--- src/rtl/recovery_tx_arbiter.sv ---
// -----------------------------------------------------------------------------
// recovery_tx_arbiter
//
// Shares the single read-response transmit path between NumSrc producers
// (source 0 = recovery command executor, source 1 = TTI TX path). One source
// is granted per transaction. Its length descriptor and byte stream are passed
// straight through to the transmit engine, and the stream is cut at the
// descriptor length. A host NACK or a dlast/length mismatch ends the
// transaction. Any bytes the source still holds are then drained and discarded.
//
// Ports
//   clk_i, rst_i          clock, asynchronous active-high reset
//   src_res_valid_i/len_i per-source descriptor request (len slice i*LenWidth)
//   src_res_ready_o       descriptor accept, only towards the granted source
//   src_dvalid_i/data_i/dlast_i  per-source byte stream (data slice i*8)
//   src_dready_o          byte accept, only towards the granted source
//   src_done_o            one-cycle pulse when the granted source is released
//   res_valid_o/ready_i/len_o    descriptor towards the transmit engine
//   res_dvalid_o/dready_i/data_o/dlast_o  byte stream towards the engine
//   tx_host_nack_i        host terminated the read (honoured only in Data)
//   abort_o, len_err_o    registered one-cycle pulses
//   grant_o, busy_o       current grant index, state is not Idle
// -----------------------------------------------------------------------------
module recovery_tx_arbiter #(
   parameter int NumSrc     = 2,
   parameter int LenWidth   = 16,
   parameter bit RoundRobin = 1'b1
) (
   input  logic                         clk_i,
   input  logic                         rst_i,
   input  logic [NumSrc-1:0]            src_res_valid_i,
   input  logic [NumSrc*LenWidth-1:0]   src_res_len_i,
   output logic [NumSrc-1:0]            src_res_ready_o,
   input  logic [NumSrc-1:0]            src_dvalid_i,
   input  logic [NumSrc*8-1:0]          src_data_i,
   input  logic [NumSrc-1:0]            src_dlast_i,
   output logic [NumSrc-1:0]            src_dready_o,
   output logic [NumSrc-1:0]            src_done_o,
   output logic                         res_valid_o,
   input  logic                         res_ready_i,
   output logic [LenWidth-1:0]          res_len_o,
   output logic                         res_dvalid_o,
   input  logic                         res_dready_i,
   output logic [7:0]                   res_data_o,
   output logic                         res_dlast_o,
   input  logic                         tx_host_nack_i,
   output logic                         abort_o,
   output logic                         len_err_o,
   output logic [$clog2(NumSrc)-1:0]    grant_o,
   output logic                         busy_o
);

   localparam int GW    = $clog2(NumSrc);
   localparam int ByteW = 8;

   typedef enum logic [2:0] {
      ST_IDLE    = 3'd0,
      ST_DESC    = 3'd1,
      ST_DATA    = 3'd2,
      ST_DRAIN   = 3'd3,
      ST_RELEASE = 3'd4
   } state_e;

   state_e                state_r;
   logic [GW-1:0]         grant_r;
   logic [GW-1:0]         rr_ptr_r;
   logic [LenWidth-1:0]   bcnt_r;
   logic                  abort_r;
   logic                  len_err_r;
   logic [NumSrc-1:0]     done_r;
   logic                  busy_r;

   logic [GW-1:0]         start_s;
   logic [GW-1:0]         cand_s;
   logic [GW-1:0]         winner_s;
   logic                  found_s;
   logic [GW-1:0]         next_ptr_s;
   logic [NumSrc-1:0]     grant_oh_s;
   logic                  sel_valid_s;
   logic [LenWidth-1:0]   sel_len_s;
   logic                  sel_dvalid_s;
   logic [7:0]            sel_data_s;
   logic                  sel_dlast_s;
   logic                  desc_hs_s;
   logic                  beat_s;
   logic                  bcnt_one_s;
   logic                  drain_end_s;

   // One-hot decode of a source index.
   function automatic logic [NumSrc-1:0] onehot(input logic [GW-1:0] idx);
      logic [NumSrc-1:0] v;
      v      = {NumSrc{1'b0}};
      v[idx] = 1'b1;
      return v;
   endfunction

   // Granted-source selection; the grant register is only changed in Idle,
   // so these muxes are stable for the whole transaction.
   assign grant_oh_s   = onehot(grant_r);
   assign sel_valid_s  = src_res_valid_i[grant_r];
   assign sel_len_s    = src_res_len_i[int'(grant_r)*LenWidth +: LenWidth];
   assign sel_dvalid_s = src_dvalid_i[grant_r];
   assign sel_data_s   = src_data_i[int'(grant_r)*ByteW +: ByteW];
   assign sel_dlast_s  = src_dlast_i[grant_r];

   assign desc_hs_s   = (state_r == ST_DESC) & sel_valid_s & res_ready_i;
   assign beat_s      = (state_r == ST_DATA) & sel_dvalid_s & res_dready_i;
   assign bcnt_one_s  = (bcnt_r == {{(LenWidth-1){1'b0}}, 1'b1});
   assign drain_end_s = (state_r == ST_DRAIN) & sel_dvalid_s & sel_dlast_s;

   // Fixed mode always searches from index 0.
   assign start_s    = RoundRobin ? rr_ptr_r : {GW{1'b0}};
   assign next_ptr_s = (grant_r == GW'(NumSrc-1)) ? {GW{1'b0}} : (grant_r + {{(GW-1){1'b0}}, 1'b1});

   // Circular search for the first requesting source starting at start_s.
   always_comb begin
      winner_s = {GW{1'b0}};
      found_s  = 1'b0;
      cand_s   = {GW{1'b0}};
      for (int i = 0; i < NumSrc; i++) begin
         cand_s   = GW'((int'(start_s) + i) % NumSrc);
         winner_s = (!found_s && src_res_valid_i[cand_s]) ? cand_s : winner_s;
         found_s  = found_s | src_res_valid_i[cand_s];
      end
   end

   // Zero-latency pass-through of the granted source, gated by state.
   always_comb begin
      res_valid_o     = 1'b0;
      res_len_o       = {LenWidth{1'b0}};
      src_res_ready_o = {NumSrc{1'b0}};
      res_dvalid_o    = 1'b0;
      res_data_o      = 8'h00;
      res_dlast_o     = 1'b0;
      src_dready_o    = {NumSrc{1'b0}};
      case (state_r)
         ST_DESC: begin
            res_valid_o     = sel_valid_s;
            res_len_o       = sel_len_s;
            src_res_ready_o = grant_oh_s & {NumSrc{res_ready_i}};
         end
         ST_DATA: begin
            res_dvalid_o = sel_dvalid_s;
            res_data_o   = sel_data_s;
            // Terminate the engine-side stream at the descriptor length even
            // when the source intends to send more.
            res_dlast_o  = sel_dvalid_s & (bcnt_one_s | sel_dlast_s);
            src_dready_o = grant_oh_s & {NumSrc{res_dready_i}};
         end
         ST_DRAIN: begin
            // Swallow the rest of the source's stream without forwarding it.
            src_dready_o = grant_oh_s;
         end
         default: begin
            res_valid_o = 1'b0;
         end
      endcase
   end

   // Transaction state machine with its registered outputs.
   always_ff @(posedge clk_i or posedge rst_i) begin
      if (rst_i) begin
         state_r   <= ST_IDLE;
         grant_r   <= {GW{1'b0}};
         rr_ptr_r  <= {GW{1'b0}};
         bcnt_r    <= {LenWidth{1'b0}};
         abort_r   <= 1'b0;
         len_err_r <= 1'b0;
         done_r    <= {NumSrc{1'b0}};
         busy_r    <= 1'b0;
      end else begin
         abort_r   <= 1'b0;
         len_err_r <= 1'b0;
         done_r    <= {NumSrc{1'b0}};
         case (state_r)
            ST_IDLE: begin
               if (found_s) begin
                  grant_r <= winner_s;
                  state_r <= ST_DESC;
                  busy_r  <= 1'b1;
               end else begin
                  busy_r  <= 1'b0;
               end
            end
            ST_DESC: begin
               if (desc_hs_s) begin
                  bcnt_r <= sel_len_s;
                  if (sel_len_s == {LenWidth{1'b0}}) begin
                     state_r <= ST_RELEASE;
                     done_r  <= grant_oh_s;
                  end else begin
                     state_r <= ST_DATA;
                  end
               end
            end
            ST_DATA: begin
               // A beat accepted in a NACK cycle still counts as sent.
               if (beat_s && (bcnt_r != {LenWidth{1'b0}})) begin
                  bcnt_r <= bcnt_r - {{(LenWidth-1){1'b0}}, 1'b1};
               end
               if (tx_host_nack_i) begin
                  abort_r <= 1'b1;
                  if (beat_s && sel_dlast_s) begin
                     state_r <= ST_RELEASE;
                     done_r  <= grant_oh_s;
                  end else begin
                     state_r <= ST_DRAIN;
                  end
               end else if (beat_s) begin
                  if (bcnt_one_s) begin
                     if (sel_dlast_s) begin
                        state_r <= ST_RELEASE;
                        done_r  <= grant_oh_s;
                     end else begin
                        // Source has more bytes than it announced.
                        len_err_r <= 1'b1;
                        state_r   <= ST_DRAIN;
                     end
                  end else if (sel_dlast_s) begin
                     // Source ended before the announced length.
                     len_err_r <= 1'b1;
                     state_r   <= ST_RELEASE;
                     done_r    <= grant_oh_s;
                  end
               end
            end
            ST_DRAIN: begin
               if (drain_end_s) begin
                  state_r <= ST_RELEASE;
                  done_r  <= grant_oh_s;
               end
            end
            ST_RELEASE: begin
               rr_ptr_r <= next_ptr_s;
               state_r  <= ST_IDLE;
               busy_r   <= 1'b0;
            end
            default: begin
               state_r <= ST_IDLE;
               busy_r  <= 1'b0;
            end
         endcase
      end
   end

   assign abort_o    = abort_r;
   assign len_err_o  = len_err_r;
   assign src_done_o = done_r;
   assign grant_o    = grant_r;
   assign busy_o     = busy_r;

endmodule

--- config.mk ---
export PLATFORM = sky130hd
export DESIGN_NAME = recovery_tx_arbiter
export DESIGN_NICKNAME = d
export VERILOG_FILES = /design/src/rtl/recovery_tx_arbiter.sv
export SDC_FILE = /design/constraint.sdc
export NUM_CORES = 1
export LEC_CHECK = 0
export ABC_AREA = 1
export BUFFER_PORTS_ARGS = -buffer_cell sky130_fd_sc_hd__clkbuf_2
export CELL_PAD_IN_SITES_DETAIL_PLACEMENT = 1
export CELL_PAD_IN_SITES_GLOBAL_PLACEMENT = 1
export CORE_ASPECT_RATIO = 0.5
export CORE_UTILIZATION = 32
export DETAILED_ROUTE_END_ITERATION = 10
export PLACE_DENSITY = 0.92
export SLEW_MARGIN = 30
export SYNTH_ARGS = -nofsm -noshare
export SYNTH_HDL_FRONTEND = slang
export SYNTH_SLANG_ARGS = --single-unit
--- constraint.sdc ---
create_clock -name clk_i -period 2 [get_ports clk_i]
set_input_delay 0 -clock clk_i [delete_from_list [all_inputs] [get_ports clk_i]]
set_output_delay 0 -clock clk_i [all_outputs]
set_load 0.01 [all_outputs]
==> impl_metrics.csv <==
group,metric,value,unit
outcome,status,"complete, no violations",
sta,fin_setup_tns,0,ns
critical_path,path_max_fanout,4,
place,gp_congestion,0.812,
cts,cts_max_level,1,
global_routing,grt_pass1_vias,3103,
critical_path,cp-startpoint,"bcnt_r[4]$_DFFE_PP0P_",
route,top_layer,"met4",
global_routing,grt_usage,23.4,%
sta,fin_skew,0.00921,ns
place,dpl.hpwl,6.70,mm
route,wl_per_cell,13.8,um
global_routing,antenna_found_initial,0,
synthesis,yosysSeqAreaShare,27.4,%
pwr,vdd_ir_drop_max,0.000738,V
critical_path,cp_num_buf_inv,1,
place,portBuffers,95,
synthesis,syn_area,0.00238,sq mm
pwr,p_leak,1.78,nW
synthesis,yosysWarnings,0,
final_layout,finish.utilization,44.7,%
cts,cts_tree,"built",
route,avgViaCountPerCell,4.87,
final_layout,antenna-diode-count,0,
route,wl_met3,289,um
critical_path,path_class,"register to output port",
die,ios,96,
synthesis,synth-edff-count,0,
place,dpl-instance-area,0.00296,sq mm
critical_path,timing.rr.start,"grant_o$_DFFE_PP0P_",
job,cap_violations,0,
critical_path,cp.arrival,1.84,ns
cts,clkLatencyLatePin,0.27,ns
die,core,0.00694,sq mm
cts,post_cts_buffers,0,
die,fp.dieH,62.9,um
critical_path,path_cells,"nor2_2 > nand2_1 > nor2_1 > nand3_1 > ha_1 > nor3_2 > clkbuf_2",
synthesis,synth_flop_cell,"dfrtp_1",
synthesis,avgSynthCellArea,5.64,sq um
place,place_ws,0.239,ns
cts,clk_pin_slew,0.07,ns
global_routing,grt_pass1_wl,14.4,mm
sta,setup_slack,0.155,ns
synthesis,synth-seq-cells,26,
final_layout,multi_input_area,0.00147,sq mm
die,fp.dieW,124,um
die,rows,21,
route,drcViolationCount,0,
final_layout,final_area,0.00310,sq mm
cts,cts-root-buf,"clkbuf_16",
cts,cts.sinks,26,
route,drtIter0Drc,110,
synthesis,synthCells,421,
sta,drv_slew,0,
sta,max_freq,542,MHz
cts,clockBufferDepth,2,
synthesis,ys_async_sr_fraction,100,%
sta,timing_hold_violations_final,0,
synthesis,ys_top_cells_by_area,"dfrtp_1, nand2_1, nor2_1",
die,start_util,34.3,%
final_layout,fillers,1015,
final_layout,syn2layout_area_growth,30.4,%
route,vias,2964,
critical_path,crit_path_start_kind,"register",
cts,cts_buffers,3,
route,ant_nets,0,
critical_path,crit_path_max_incr_delay,0.44,ns
route,dr_wl_met2,4.29,mm
route,drt_wl_total,8.43,mm
sta,grt_setup_unrepaired,"no",
sta,worst_pin_slew,0.380,ns
hold_path,min_from,"src_res_valid_i[1]",
die,dieArea,0.00779,sq mm
critical_path,worst_path_max_delay_cell,"dfrtp_1",
final_layout,layout.nets,582,
sta,fin_crit_sh,92.2,%
synthesis,ys_types,27,
final_layout,ff_latch_area,651,sq um
route,first_pass_iters,4,
global_routing,grt_overflow_total,0,
critical_path,endpoint_kind,"output port",
hold_path,hp-class,"input pin to register",
pwr,p_per_area,1420,mW/mm^2
critical_path,crit_required,2.00,ns
synthesis,synth.top_cell.area_share,27.4,%
global_routing,grt_max_degree,30,
sta,fin_crit,1.84,ns
sta,setup_viol,0,
route,met1_length,3.66,mm
final_layout,drive_gt1_share,25.1,%
synthesis,yosysTopAreaCell,"dfrtp_1",
sta,slew_headroom,74.7,%
synthesis,synthesis.nets,485,
critical_path,cp_top_family,"simple AND/OR/NAND/NOR gates",
-- final timing paths --
path,endpoint,slack [ns],depth (start not counted)
max in group asynchronous,src_done_o[0]$_DFF_PP0_,1.40,4
min in group asynchronous,bcnt_r[2]$_DFFE_PP0P_,0.32,4
max,res_dlast_o,0.16,7
max reg2reg,state_r[2]$_DFFE_PP0P_,0.20,11
min,grant_o$_DFFE_PP0P_,0.06,3
min reg2reg,bcnt_r[15]$_DFFE_PP0P_,0.52,2
-- registers in the layout, indices dropped and copies added (netlist names) --
register    cells
abort_o         1
busy_o          1
bcnt_r         16
len_err_o       1
rr_ptr_r        1
state_r         3
src_done_o      2
grant_o         1
-- cell families (layout without fill, tap and decap cells) --
logic type / Yosys count / in the layout / share of synthesized area [%]
AO/OA/AOI/OAI: 47 / 47 / 10.8
XOR/XNOR: 2 / 2 / 0.737
adder cells (fa/ha/maj): 5 / 5 / 2.63
buffers and inverters: 65 / 161 / 11.7
flip-flops: 26 / 26 / 27.4
AND/OR/NAND/NOR: 276 / 276 / 46.7
-- cell usage in the layout, fill, tap and decap left out --
master,count
a21oi_1,19
a31o_2,1
a31oi_1,1
buf_12,1
buf_4,9
clkbuf_16,3
clkbuf_2,95
clkbuf_8,1
dfrtp_1,26
dlygate4sd3_1,3
ha_1,5
inv_1,44
inv_2,5
nand2_1,171
nand2_2,1
nand3_1,28
nand3_2,1
nand4_1,2
nor2_1,59
nor2_2,5
nor2_4,2
nor3_1,4
nor3_2,1
o211ai_1,1
o21ai_0,20
o21ai_2,3
o21bai_1,1
o22ai_1,1
or2_2,2
xor2_1,2
-- stage by stage --
stage               std cells  hold WS (ns)  total power, W
floorplan                 421        0.0400         0.00291
global placement          602        0.0647         0.00367
detailed placement        602        0.0693         0.00383
CTS                       609        0.0342         0.00440
global route              609        0.0706         0.00485
finish                    609        0.0551         0.00441
-- power breakdown --
part / switching, W / internal [W]
registers: 0.000250 / 0.000747
clock network: 0.000209 / 0.000308
logic: 0.00192 / 0.000975
-- timing repair --
action                     4_1_cts  5_1_grt
hold buffers                     3        0
setup endpoints to repair        0        1
hold endpoints to repair        28        0
gates resized for setup          0        5
-- metal layers --
layer / up-vias / track usage, %
met2: 52 / 43.5
met4: 0 / 6.02
met3: 19 / 4.56
li1: 1493 / -
met5: - / 0
met1: 1400 / 27.2
-- worst register-to-register path, cell delays in order (launching register included) --
cell,delay [ns]
dfrtp_1,0.44
inv_2,0.13
buf_4,0.30
nand2_1,0.13
nand2_1,0.11
nor2_1,0.05
nand2_1,0.07
nor2_1,0.04
nand2_1,0.18
nor2_1,0.07
nor2_1,0.11
nor2_1,0.06
-- cell usage after synthesis (5+ instances only) --
library cell  count
nand2_1         171
nor2_1           61
inv_1            44
nand3_1          28
dfrtp_1          26
o21ai_0          20
a21oi_1          19
buf_2             7
ha_1              5
inv_2             5
nor2_2            5
nor3_1            5
-- area by class of cell --
class	instances	area share (%)
inverter	49	5.94
multi-input combinational	330	47.3
sequential	26	21.0
timing repair buffer	108	19.1
tap	92	3.72
clock buffer	4	2.87
No activity file was read; power rests on OpenSTA's default activity.
